[src/rtl/fifo_arb_pkg.sv]
// -----------------------------------------------------------------------------
// fifo_arb_pkg
// Shared definitions for the FIFO write arbiter:
//   - arb_state_t     : arbiter FSM state encoding (IDLE / BURST)
//   - STALL_CNT_WIDTH : width of the saturating backpressure counter
//   - clog2()         : ceiling log2, used to size the per-grant beat counter
// -----------------------------------------------------------------------------
package fifo_arb_pkg;

    typedef enum logic {
        ST_IDLE  = 1'b0,
        ST_BURST = 1'b1
    } arb_state_t;

    localparam int STALL_CNT_WIDTH = 16;

    // Ceiling log2; clog2(1) is 0 so a BURST_LEN of 1 still gets a 1-bit counter
    function automatic int clog2(input int value);
        int result;
        result = 0;
        for (int i = 0; i < 31; i++) begin
            result = ((32'sd1 << i) < value) ? (i + 1) : result;
        end
        return result;
    endfunction

endpackage

[src/rtl/rr_picker.sv]
// -----------------------------------------------------------------------------
// rr_picker
// Combinational round-robin search. Looks for the first set request starting
// at the producer after i_last_grant and wrapping around.
// Ports:
//   i_req        : per-producer request vector
//   i_last_grant : index of the previous winner
//   o_found      : at least one request is set
//   o_winner     : index of the selected producer (valid when o_found)
// -----------------------------------------------------------------------------
module rr_picker #(
    parameter int NUM_REQ   = 4,
    parameter int IDX_WIDTH = 2
) (
    input  logic [NUM_REQ-1:0]   i_req,
    input  logic [IDX_WIDTH-1:0] i_last_grant,
    output logic                 o_found,
    output logic [IDX_WIDTH-1:0] o_winner
);

    // One spare bit so origin + offset never overflows before the wrap
    localparam logic [IDX_WIDTH:0] LAST_IDX  = (IDX_WIDTH+1)'(NUM_REQ - 1);
    localparam logic [IDX_WIDTH:0] NUM_REQ_W = (IDX_WIDTH+1)'(NUM_REQ);

    logic [IDX_WIDTH:0]   w_start;
    logic [IDX_WIDTH:0]   w_offset;
    logic [IDX_WIDTH:0]   w_sum;
    logic [2*NUM_REQ-1:0] w_doubled;
    logic [NUM_REQ-1:0]   w_rotated;

    // Search origin: the producer after the last winner, wrapping at NUM_REQ
    always_comb begin
        if ({1'b0, i_last_grant} >= LAST_IDX) begin
            w_start = '0;
        end else begin
            w_start = {1'b0, i_last_grant} + (IDX_WIDTH+1)'(1);
        end
    end

    // Rotating a doubled copy brings the origin to bit 0
    assign w_doubled = {i_req, i_req};
    assign w_rotated = w_doubled[w_start +: NUM_REQ];
    assign o_found   = |w_rotated;

    // Lowest set bit of the rotated vector is the nearest requester after the origin
    always_comb begin
        w_offset = '0;
        for (int i = NUM_REQ - 1; i >= 0; i--) begin
            w_offset = w_rotated[i] ? (IDX_WIDTH+1)'(i) : w_offset;
        end
    end

    // Undo the rotation: origin + offset, modulo NUM_REQ
    always_comb begin
        w_sum = w_start + w_offset;
        if (w_sum >= NUM_REQ_W) begin
            o_winner = IDX_WIDTH'(w_sum - NUM_REQ_W);
        end else begin
            o_winner = w_sum[IDX_WIDTH-1:0];
        end
    end

endmodule

[src/rtl/fifo_write_arbiter.sv]
// -----------------------------------------------------------------------------
// fifo_write_arbiter
// Round-robin burst arbiter sharing one FIFO write port among NUM_REQ
// producers. A winner owns the port for up to BURST_LEN accepted writes;
// arbitration takes one IDLE cycle. Backpressure cycles are counted.
// Ports:
//   clk, rst           : clock, asynchronous active-high reset
//   req, req_data      : per-producer request and packed write data
//   ack                : one-hot, the owner's write was accepted this cycle
//   fifo_full          : FIFO backpressure
//   fifo_write_enable  : FIFO write strobe
//   fifo_write_data    : FIFO write data (owner's slice in BURST, 0 in IDLE)
//   grant_valid        : a producer currently owns the port
//   grant_id           : current or last owner
//   stall_count        : saturating count of backpressure cycles
// -----------------------------------------------------------------------------
module fifo_write_arbiter
    import fifo_arb_pkg::*;
#(
    parameter int NUM_REQ    = 4,
    parameter int DATA_WIDTH = 16,
    parameter int BURST_LEN  = 4,
    parameter int IDX_WIDTH  = 2
) (
    input  logic                          clk,
    input  logic                          rst,
    input  logic [NUM_REQ-1:0]            req,
    input  logic [NUM_REQ*DATA_WIDTH-1:0] req_data,
    output logic [NUM_REQ-1:0]            ack,
    input  logic                          fifo_full,
    output logic                          fifo_write_enable,
    output logic [DATA_WIDTH-1:0]         fifo_write_data,
    output logic                          grant_valid,
    output logic [IDX_WIDTH-1:0]          grant_id,
    output logic [STALL_CNT_WIDTH-1:0]    stall_count
);

    localparam int                    BEAT_WIDTH = clog2(BURST_LEN) + 1;
    localparam logic [BEAT_WIDTH-1:0] LAST_BEAT  = BEAT_WIDTH'(BURST_LEN - 1);

    arb_state_t                 r_state;
    logic [IDX_WIDTH-1:0]       r_owner;
    logic [IDX_WIDTH-1:0]       r_last_grant;
    logic [BEAT_WIDTH-1:0]      r_beat_cnt;
    logic [STALL_CNT_WIDTH-1:0] r_stall_count;

    logic                       w_found;
    logic [IDX_WIDTH-1:0]       w_winner;
    logic                       w_owner_req;
    logic                       w_write;
    logic [DATA_WIDTH-1:0]      w_slices [NUM_REQ];

    rr_picker #(
        .NUM_REQ   (NUM_REQ),
        .IDX_WIDTH (IDX_WIDTH)
    ) u_rr_picker (
        .i_req        (req),
        .i_last_grant (r_last_grant),
        .o_found      (w_found),
        .o_winner     (w_winner)
    );

    for (genvar g = 0; g < NUM_REQ; g++) begin : g_slice
        assign w_slices[g] = req_data[g*DATA_WIDTH +: DATA_WIDTH];
    end

    // Outputs derive from r_state, so an asynchronous reset silences them at once
    assign w_owner_req       = req[r_owner];
    assign w_write           = (r_state == ST_BURST) && w_owner_req && !fifo_full;
    assign fifo_write_enable = w_write;
    assign grant_valid       = (r_state == ST_BURST);
    assign grant_id          = r_owner;
    assign stall_count       = r_stall_count;

    // Acknowledge only the owner, and only on an accepted write
    always_comb begin
        ack = '0;
        if (w_write) begin
            ack[r_owner] = 1'b1;
        end else begin
            ack = '0;
        end
    end

    // Owner's data is presented throughout the burst, even while stalled
    always_comb begin
        if (r_state == ST_BURST) begin
            fifo_write_data = w_slices[r_owner];
        end else begin
            fifo_write_data = '0;
        end
    end

    // Arbitration FSM, beat counting and backpressure counting
    always_ff @(posedge clk or posedge rst) begin
        if (rst) begin
            r_state       <= ST_IDLE;
            r_owner       <= '0;
            r_last_grant  <= IDX_WIDTH'(NUM_REQ - 1);
            r_beat_cnt    <= '0;
            r_stall_count <= '0;
        end else begin
            case (r_state)
                ST_IDLE: begin
                    if (w_found) begin
                        r_owner    <= w_winner;
                        r_beat_cnt <= '0;
                        r_state    <= ST_BURST;
                    end else begin
                        r_state <= ST_IDLE;
                    end
                end
                ST_BURST: begin
                    if (!w_owner_req) begin
                        // Producer withdrew: release the port without writing
                        r_state      <= ST_IDLE;
                        r_last_grant <= r_owner;
                    end else if (fifo_full) begin
                        // Stall keeps ownership and beat position
                        if (r_stall_count != {STALL_CNT_WIDTH{1'b1}}) begin
                            r_stall_count <= r_stall_count + STALL_CNT_WIDTH'(1);
                        end else begin
                            r_stall_count <= r_stall_count;
                        end
                    end else if (r_beat_cnt == LAST_BEAT) begin
                        r_state      <= ST_IDLE;
                        r_last_grant <= r_owner;
                    end else begin
                        r_beat_cnt <= r_beat_cnt + BEAT_WIDTH'(1);
                    end
                end
                default: begin
                    r_state <= ST_IDLE;
                end
            endcase
        end
    end

endmodule

[config.mk]
export PLATFORM = sky130hd
export DESIGN_NAME = fifo_write_arbiter
export DESIGN_NICKNAME = d
export VERILOG_FILES = /design/src/rtl/fifo_arb_pkg.sv /design/src/rtl/rr_picker.sv /design/src/rtl/fifo_write_arbiter.sv
export SDC_FILE = /design/constraint.sdc
export NUM_CORES = 1
export LEC_CHECK = 0
export ABC_AREA = 1
export BUFFER_PORTS_ARGS = -buffer_cell sky130_fd_sc_hd__buf_2
export CORE_ASPECT_RATIO = 0.75
export CORE_MARGIN = 2
export CORE_UTILIZATION = 45
export CTS_CLUSTER_DIAMETER = 50
export DETAILED_ROUTE_END_ITERATION = 8
export HOLD_SLACK_MARGIN = 0.1
export PLACE_DENSITY = 0.8
export SKIP_CTS_REPAIR_TIMING = 1
export SYNTH_ARGS = -nofsm -noshare
export SYNTH_HDL_FRONTEND = slang
export SYNTH_SLANG_ARGS = --single-unit
export TNS_END_PERCENT = 5
[constraint.sdc]
create_clock -name clk -period 3.11 [get_ports clk]
set_input_delay 0.4665 -clock clk [delete_from_list [all_inputs] [get_ports clk]]
set_output_delay 0.4665 -clock clk [all_outputs]
set_load 0.005 [all_outputs]
==> results of run 1 <==
==> final cells by class <==
class | count | area [um^2]
timing repair buffer | 112 | 566
clock inverter | 1 | 30.0
clock buffer | 3 | 41.3
multi-input combinational | 229 | 1250
sequential | 24 | 603
inverter | 34 | 128
tap | 57 | 71.3
fill | 419 | 1730
==> layer usage <==
| layer | up-vias | wire [um] | global-route usage (%) | part of all wire, % |
|---|---|---|---|---|
| met5 | - | 0 | 0 | 0 |
| met4 | 0 | 47 | 4.38 | 0.81 |
| met3 | 8 | 374 | 5.20 | 6.5 |
| met2 | 87 | 2730 | 35.4 | 47 |
| met1 | 1131 | 2650 | 31.9 | 46 |
| li1 | 1233 | - | - | - |
==> power groups by stage <==
| stage | Clock [mW] | Combinational (mW) | Sequential, mW |
|---|---|---|---|
| after floorplan | 0 | 1.06 | 0.504 |
| after global placement | 0 | 1.40 | 0.543 |
| after detailed placement | 0 | 1.42 | 0.551 |
| after CTS | 0.284 | 1.43 | 0.545 |
| after global routing | 0.294 | 1.63 | 0.565 |
| final | 0.278 | 1.43 | 0.547 |
==> flip-flops by register name (all words and copies together), names as in the netlist <==
register	flops
grant_id	2
grant_valid	1
r_beat_cnt	3
r_last_grant	2
stall_count	16
==> stage by stage <==
stage	utilization (%)	power, mW
global route	60.8	2.49
global placement	59.2	1.95
finish	60.8	2.25
detailed placement	59.2	1.97
CTS	60.8	2.26
floorplan	-	1.56
==> worst max-delay path by stage <==
stage                                        from                  end  slack, ns  cells after the start
final                     grant_id[0]$_DFFE_PP0P_               ack[3]       0.38                      8
after global routing      grant_id[0]$_DFFE_PP0P_               ack[3]       0.17                      8
after CTS                 grant_id[0]$_DFFE_PP0P_               ack[3]       0.38                      8
after detailed placement  grant_id[0]$_DFFE_PP0P_               ack[3]       0.70                      8
after global placement    grant_id[0]$_DFFE_PP0P_               ack[3]       0.77                      8
after floorplan           grant_id[0]$_DFFE_PP0P_  fifo_write_data[10]       1.29                      6
==> cell usage in the layout, fill, tap and decap left out, drive strengths merged <==
cell / Yosys / routed
ha: 4 / 4
inv: 33 / 33
clkbuf: 7 / 3
a22oi: 16 / 16
o21ai: 13 / 13
o22ai: 2 / 2
nor3: 5 / 5
nand4: 6 / 6
buf: 6 / 112
xor2: 5 / 5
bufinv: 0 / 1
a21oi: 2 / 2
nand2: 77 / 77
a31oi: 16 / 16
clkinv: 1 / 1
nor4: 1 / 1
xnor2: 7 / 7
dfrtp: 22 / 22
nand3: 58 / 58
nor2: 17 / 17
dfstp: 2 / 2
==> cells by family (layout without fill, tap and decap cells) <==
kind of cell | Yosys count | count (layout) | synth area share (%)
AND/OR/NAND/NOR | 164 | 164 | 36.4
AO/OA/AOI/OAI | 49 | 49 | 15.3
XOR/XNOR | 12 | 12 | 6.59
buffers and inverters | 47 | 150 | 9.82
flip-flops | 24 | 24 | 29.4
adder cells (fa/ha/maj) | 4 | 4 | 2.44
==> flow_summary_export.csv, run 1 <==
group,metric,value,unit
place,place_inst,456,
yosys,ys_async_sr_fraction,100,%
global_routing,grt_pass1_vias,2155,
yosys,ys_types,29,
pwr,switchingPower,1.12,mW
pwr,p_per_area,839,nW/um^2
worst_setup_path,crit_arrival,2.26,ns
yosys,synthCells,300,
die,die_y,62.5,um
pwr,switching_share,49.5,%
place,post-place-ws,0.697,ns
timing,setup_tns,0,ns
run_status,status,"finished clean",
worst_setup_path,r2r_start,"grant_id[0]$_DFFE_PP0P_",
yosys,synthTopCellsByArea,"dfrtp_1, nand3_1, nand2_1",
yosys,ys.flop_type,"dfrtp_1",
yosys,synth_fp_nets,375,
worst_setup_path,r2r_cells,10,
finish,area_growth,30.9,%
timing,finalCritPeriodShare,87.8,%
worst_setup_path,critical_path_buf_inv_count,2,
cts,cts_buffers,3,
place,dpl.hpwl,4520,um
routing,drt-total-wl,5800,um
global_routing,grt_antenna_before_repair,0,
place,dpl-instance-area,2610,um^2
cts,clk_path_buf_depth,2,
timing,hold_slack,0.375,ns
worst_setup_path,r2r_slack,0.66,ns
routing,avgRoutedWirePerCell,12.6,um
worst_setup_path,cp_top_family,"simple AND/OR/NAND/NOR gates",
worst_setup_path,critPathMaxStageDelay,0.67,ns
timing,worstMarginPinSlew,0.934,ns
pwr,combPwrFrac,63.4,%
timing,post-route-min-period,2.73,ns
timing,slew_viol_final,0,
worst_setup_path,required,2.64,ns
routing,drtPass1Iterations,4,
die,io_pins,111,
timing,rsz0062_at_grt,"no",
cts,cts_tree,"yes",
pwr,p_int,1.14,mW
finish,final_cells,460,
timing,report.final.setup_viol,0,
yosys,avgSynthCellArea,6.84,um^2
job,cap_violations,0,
worst_setup_path,rr_endpoint,"stall_count[10]$_DFFE_PP0P_",
die,rows,21,
worst_setup_path,crit_type,"reg2out",
timing,clock.fmax,0.366,GHz
place,io_buffers,110,
global_routing,grt_first_pass_wirelength,9430,um
yosys,synth_top_cell_area_share,26.8,%
worst_hold_path,hold_path.class,"in2async",
worst_setup_path,cpMaxStageDelayCell,"dfrtp_1",
die,die_w,82.0,um
die,core,4410,um^2
yosys,yosys-top-cells-count,"nand2_1, nand3_1, inv_1",
global_routing,grt_start_max_net_pins,37,
global_routing,grt_usage,22.6,%
worst_setup_path,worst_setup_path_end_kind,"output pin",
yosys,synth_edf_count,0,
routing,drt_iter0_drc,182,
routing,vias_per_cell,5.35,
finish,nets,479,
timing,skew,0.0145,ns
yosys,synth_area,2050,um^2
finish,num_antenna_cells,0,
timing,maxSlewHeadroom,37.7,%
routing,drc,0,
place,routabilityCongestion,0.854,
cts,clock_latency,0.28,ns
yosys,ys_ff_latch,24,
cts,cts.htree.levels,1,
cts,path_clk_slew,0.09,ns
routing,via_count,2459,
global_routing,overflow,0,
yosys,synth.most_common_cell,"nand2_1",
yosys,synth.largest_area_cell,"dfrtp_1",
cts,clock_sinks,24,
worst_setup_path,startpoint_type,"register",
finish,final_area,2690,um^2
pwr,pwr-share-clk,12.3,%
worst_setup_path,cp_cell_sequence,"nor2_4, inv_2, o22ai_2, nor2_1, a21oi_1, nand2_1, nor3_1, buf_2",
pwr,power_frac_seq,24.3,%
cts,cts_root_buffer,"clkbuf_8",
finish,drive_above_1_share,34.5,%
pwr,leakagePower,1.44,nW
worst_setup_path,worst-path-max-fanout,21,
yosys,yosysWarnings,0,
pwr,ir_worst_vdd,354,uV
timing,finalHoldViolCount,0,
die,dieArea,5120,um^2
timing,fin_ws,0.380,ns
yosys,ys_seq_area_share,29.4,%
routing,route.antenna.remaining_nets,0,
die,start_util,46.5,%
Power figures use the tool's default switching activity.
==> inputs of run 2 (changes only) <==
==> constraint.sdc (replaced) <==
create_clock -name clk -period 3.11 [get_ports clk]
set_input_delay 0.4665 -clock clk [delete_from_list [all_inputs] [get_ports clk]]
set_output_delay 0.4665 -clock clk [all_outputs]
set_load 0.1 [all_outputs]
==> run 2 against run 1 <==
Non-clock buffer count is 1 higher. Cell count rose by 0.22%. Fmax hardly changed. Register-to-register slack better by 0.31 ns. Wire length rose by 5.9%. Hold slack gained 0.018 ns. First-iteration DRC count up 40%. Critical path depth shrank 2. Die area unchanged. Via count up 2.0%. Global-route usage is 0.56 points higher. Sequential share of layout area fell by 1.1 points. Critical path type unchanged. Largest cell class unchanged. Highest routed layer unchanged.
==> flow_summary_export.csv, run 2 (synthesis gave the netlist of run 1 again) <==
group,metric,value,unit
job,cap_violations,0,
place,dpl.hpwl,4700,um
worst_setup_path,cp_cell_sequence,"buf_4, nand2_2, inv_1, a22oi_1, a31oi_2, buf_2",
global_routing,grt_antenna_before_repair,0,
cts,clk_path_buf_depth,2,
cts,path_clk_slew,0.09,ns
worst_setup_path,crit_type,"reg2out",
cts,cts_root_buffer,"clkbuf_8",
timing,finalHoldViolCount,0,
timing,slew_viol_final,0,
worst_hold_path,hold_path.class,"in2async",
finish,fill_cells,391,
timing,maxSlewHeadroom,37.8,%
global_routing,grt_usage,23.1,%
finish,layout_common_cells,"buf_2, nand2_1, nand3_1",
worst_setup_path,startpoint_type,"register",
worst_setup_path,crit_arrival,2.26,ns
die,start_util,46.5,%
cts,cts.htree.levels,1,
global_routing,overflow,0,
cts,cts_tree,"yes",
timing,post-route-min-period,2.73,ns
worst_setup_path,worst_setup_path_end_kind,"output pin",
finish,final_cells,461,
worst_setup_path,critPathMaxStageDelay,0.45,ns
finish,num_antenna_cells,0,
routing,route.antenna.remaining_nets,0,
run_status,status,"finished clean",
die,die_w,82.0,um
routing,via_count,2509,
place,dpl-instance-area,2770,um^2
worst_setup_path,cp-startpoint,"grant_id[0]$_DFFE_PP0P_",
cts,clock_latency,0.27,ns
worst_setup_path,worst-path-max-fanout,19,
cts,cts_buffers,3,
global_routing,grt_start_max_net_pins,34,
global_routing,grt_pass1_vias,2063,
die,core,4410,um^2
place,post-place-ws,0.703,ns
timing,skew,0.00539,ns
die,rows,21,
routing,drt_iter0_drc,255,
place,io_buffers,110,
timing,finalCritPeriodShare,87.8,%
routing,drc,0,
routing,drtPass1Iterations,5,
worst_setup_path,cpMaxStageDelayCell,"buf_2",
cts,clock_sinks,24,
finish,final_common_cell,"buf_2",
timing,fin_ws,0.381,ns
finish,largest_register_ffs,16,
place,place_inst,457,
finish,drive_above_1_share,37.6,%
timing,worstMarginPinSlew,0.933,ns
die,die_y,62.5,um
place,routabilityCongestion,0.895,
die,dieArea,5120,um^2
die,io_pins,111,
global_routing,grt_first_pass_wirelength,9570,um
worst_setup_path,required,2.64,ns
timing,clock.fmax,0.366,GHz
finish,area_growth,37.8,%
routing,drt-total-wl,6140,um
worst_setup_path,r2r_cells,10,
finish,nets,480,
finish,final_area,2830,um^2
worst_setup_path,r2r_start,"grant_id[1]$_DFFE_PP0P_",
timing,report.final.setup_viol,0,
routing,avgRoutedWirePerCell,13.3,um
routing,vias_per_cell,5.44,
timing,rsz0062_at_grt,"no",
## run 2: changes by cell type in the layout (fill, tap and decap cells not counted), sizes merged
cell,change
buf,+1
bufinv,-1
clkbuf,+1
## run 2: per-layer routing
layer	wire, um	part of all wire, %	global-route usage (%)	vias to the layer above
li1	-	-	-	1236
met5	0	0	0	-
met3	610	9.9	4.62	4
met4	21	0.34	2.92	0
met2	2930	48	37.3	125
met1	2580	42	32.9	1144
## run 2: worst paths after layout
path	endpoint	slack, ns
max	fifo_write_data[8]	0.38
min	stall_count[1]$_DFFE_PP0P_	0.39
max reg2reg	stall_count[10]$_DFFE_PP0P_	0.97
min reg2reg	r_beat_cnt[0]$_DFFE_PP0P_	0.50
max in group asynchronous	stall_count[8]$_DFFE_PP0P_	2.15
min in group clk	r_beat_cnt[0]$_DFFE_PP0P_	0.50
## run 2: worst max-delay path: cells and delay by family, from the launching register on
kind                   cells  cell delay (ns)
DFF                        1             0.43
AOI/OAI and AO/OA          2             0.33
and+or+nand+nor            1             0.11
buffers and inverters      3             1.12
## run 2: stage by stage
step | hold WS [ns] | TNS [ns] | utilization, %
finish | 0.393 | 0 | 64.0
global route | 0.476 | 0 | 64.0
CTS | 0.427 | 0 | 64.0
detailed placement | 0.487 | 0 | 62.8
global placement | 0.476 | 0 | 62.8
floorplan | 0.456 | -5.24 | -
## run 2: final cells by class
type	count	area, um^2	share of cell area [%]
repair buffers	113	648	22.9
well taps	57	71.3	2.52
inverters	34	128	4.52
flip-flops and latches	24	603	21.3
multi-input cells	229	1320	46.7
clock buffers	4	55.1	1.95
Power of run 2 is not shown: default switching activity piles up to over one toggle a cycle in this logic, so the estimate is an artifact.
==> inputs of run 3 (changes only) <==
- CORE_UTILIZATION: 45 -> 41
- PLACE_DENSITY: 0.8 -> 0.77
- clock period: 3.11 -> 2.3 ns (I/O delays scaled with it)
==> run 3 against run 2 <==
Global-route usage down 0.19 points. Cell count up 2.2%. Via count grew 1.0%. Flip-flop and latch count is the same. Highest routed layer unchanged. Core utilization up 4.4 points.
==> flow_summary_export.csv, run 3 (synthesis gave the netlist of run 1 again) <==
group,metric,value,unit
run_status,status,"finished clean",
finish,layout_common_cells,"buf_2, nand2_1, nand3_1",
global_routing,grt_usage,22.9,%
finish,area_growth,61.6,%
die,dieArea,5590,um^2
routing,drtPass1Iterations,4,
place,dpl-instance-area,3220,um^2
timing,finalHoldViolCount,0,
timing,maxSlewHeadroom,67.1,%
finish,num_antenna_cells,0,
die,start_util,42.3,%
timing,report.final.setup_viol,0,
finish,largest_register_ffs,16,
routing,top_layer,"met4",
place,dpl.hpwl,5310,um
routing,via_count,2534,
worst_hold_path,hold_path.class,"reg2reg",
worst_setup_path,critPathMaxStageDelay,0.53,ns
cts,clock_latency,0.26,ns
worst_setup_path,worst_setup_path_end_kind,"output pin",
die,io_pins,111,
timing,slew_viol_final,0,
routing,avgRoutedWirePerCell,14.1,um
cts,clock_sinks,24,
cts,cts_buffers,3,
job,cap_violations,0,
global_routing,grt_antenna_before_repair,0,
routing,drc,0,
global_routing,grt_first_pass_wirelength,10500,um
die,core,4840,um^2
timing,rsz0062_at_grt,"yes",
place,routabilityCongestion,0.881,
cts,cts_root_buffer,"clkbuf_8",
timing,post-route-min-period,2.29,ns
worst_setup_path,crit_type,"reg2out",
die,rows,22,
timing,setup_tns,0,ns
cts,cts.htree.levels,1,
finish,drive_above_1_share,42.8,%
worst_setup_path,startpoint_type,"register",
worst_setup_path,required,1.96,ns
finish,final_common_cell,"buf_2",
worst_setup_path,cp_cell_sequence,"inv_4, nand2_4, o22ai_2, nor2_2, a21oi_2, nand2_4, nor3_4, buf_12",
routing,route.antenna.remaining_nets,0,
routing,wl_met1,2880,um
timing,finalCritPeriodShare,99.5,%
routing,wl_met2,3310,um
cts,clk_path_buf_depth,2,
timing,clock.fmax,0.437,GHz
worst_setup_path,cpMostUsedCell,"nand2_4",
routing,drt_iter0_drc,171,
routing,drt-total-wl,6630,um
die,die_y,65.2,um
finish,final_area,3310,um^2
timing,worstMarginPinSlew,0.497,ns
global_routing,overflow,0,
worst_setup_path,cpMaxStageDelayCell,"dfrtp_4",
place,post-place-ws,0.224,ns
routing,vias_per_cell,5.38,
worst_setup_path,worst-path-max-fanout,5,
worst_setup_path,crit_arrival,1.94,ns
routing,met3WireLength,411,um
finish,nets,487,
place,io_buffers,110,
timing,skew,0.00489,ns
global_routing,grt_start_max_net_pins,34,
global_routing,grt_pass1_vias,2283,
timing,fin_ws,0.0125,ns
cts,cts_tree,"yes",
cts,path_clk_slew,0.08,ns
die,die_w,85.7,um
run 3: worst paths after layout:
check                                            start                    endpoint  slack (ns)  cells past startpoint
max reg2reg                r_last_grant[0]$_DFFE_PP1P_     grant_id[0]$_DFFE_PP0P_        0.30                     11
max                            grant_id[1]$_DFFE_PP0P_                      ack[3]        0.01                      8
max in group asynchronous                          rst       grant_valid$_DFF_PP0_        1.15                      4
min reg2reg                  r_beat_cnt[0]$_DFFE_PP0P_   r_beat_cnt[0]$_DFFE_PP0P_        0.50                      1
min in group asynchronous                          rst  stall_count[2]$_DFFE_PP0P_        0.60                      3
min                          r_beat_cnt[0]$_DFFE_PP0P_   r_beat_cnt[0]$_DFFE_PP0P_        0.50                      1
run 3: stage by stage:
| stage | hold slack [ns] | util, % | instances |
|---|---|---|---|
| 3_3_place_gp | 0.358 | 66.4 | 464 |
| 5_1_grt | 0.528 | 68.4 | 471 |
| 2_1_floorplan | 0.358 | - | 300 |
| 6_report | 0.498 | 68.4 | 471 |
| 3_5_place_dp | 0.345 | 66.4 | 464 |
| 4_1_cts | 0.0554 | 67.5 | 468 |
run 3: per-layer routing:
layer | vias to the layer above | track usage [%]
met2 | 84 | 38.5
met4 | 0 | 3.57
met1 | 1200 | 30.9
met3 | 2 | 5.28
met5 | - | 0
li1 | 1248 | -
run 3: critical path: cells and delay by family (launching register included):
kind                   cells  cell delay (ns)
AND/OR/NAND/NOR            4             0.47
flip-flops                 1             0.53
buffers and inverters      2             0.31
AO/OA/AOI/OAI              2             0.37
run 3: layout make-up:
cell class	instances	area, um^2
Fill cell	400	1530
Multi-Input combinational cell	229	1490
Timing Repair Buffer	120	943
Sequential cell	24	612
Inverter	34	135
Tap cell	60	75.1
Clock buffer	4	55.1
Power of run 3 is left out for the same reason.
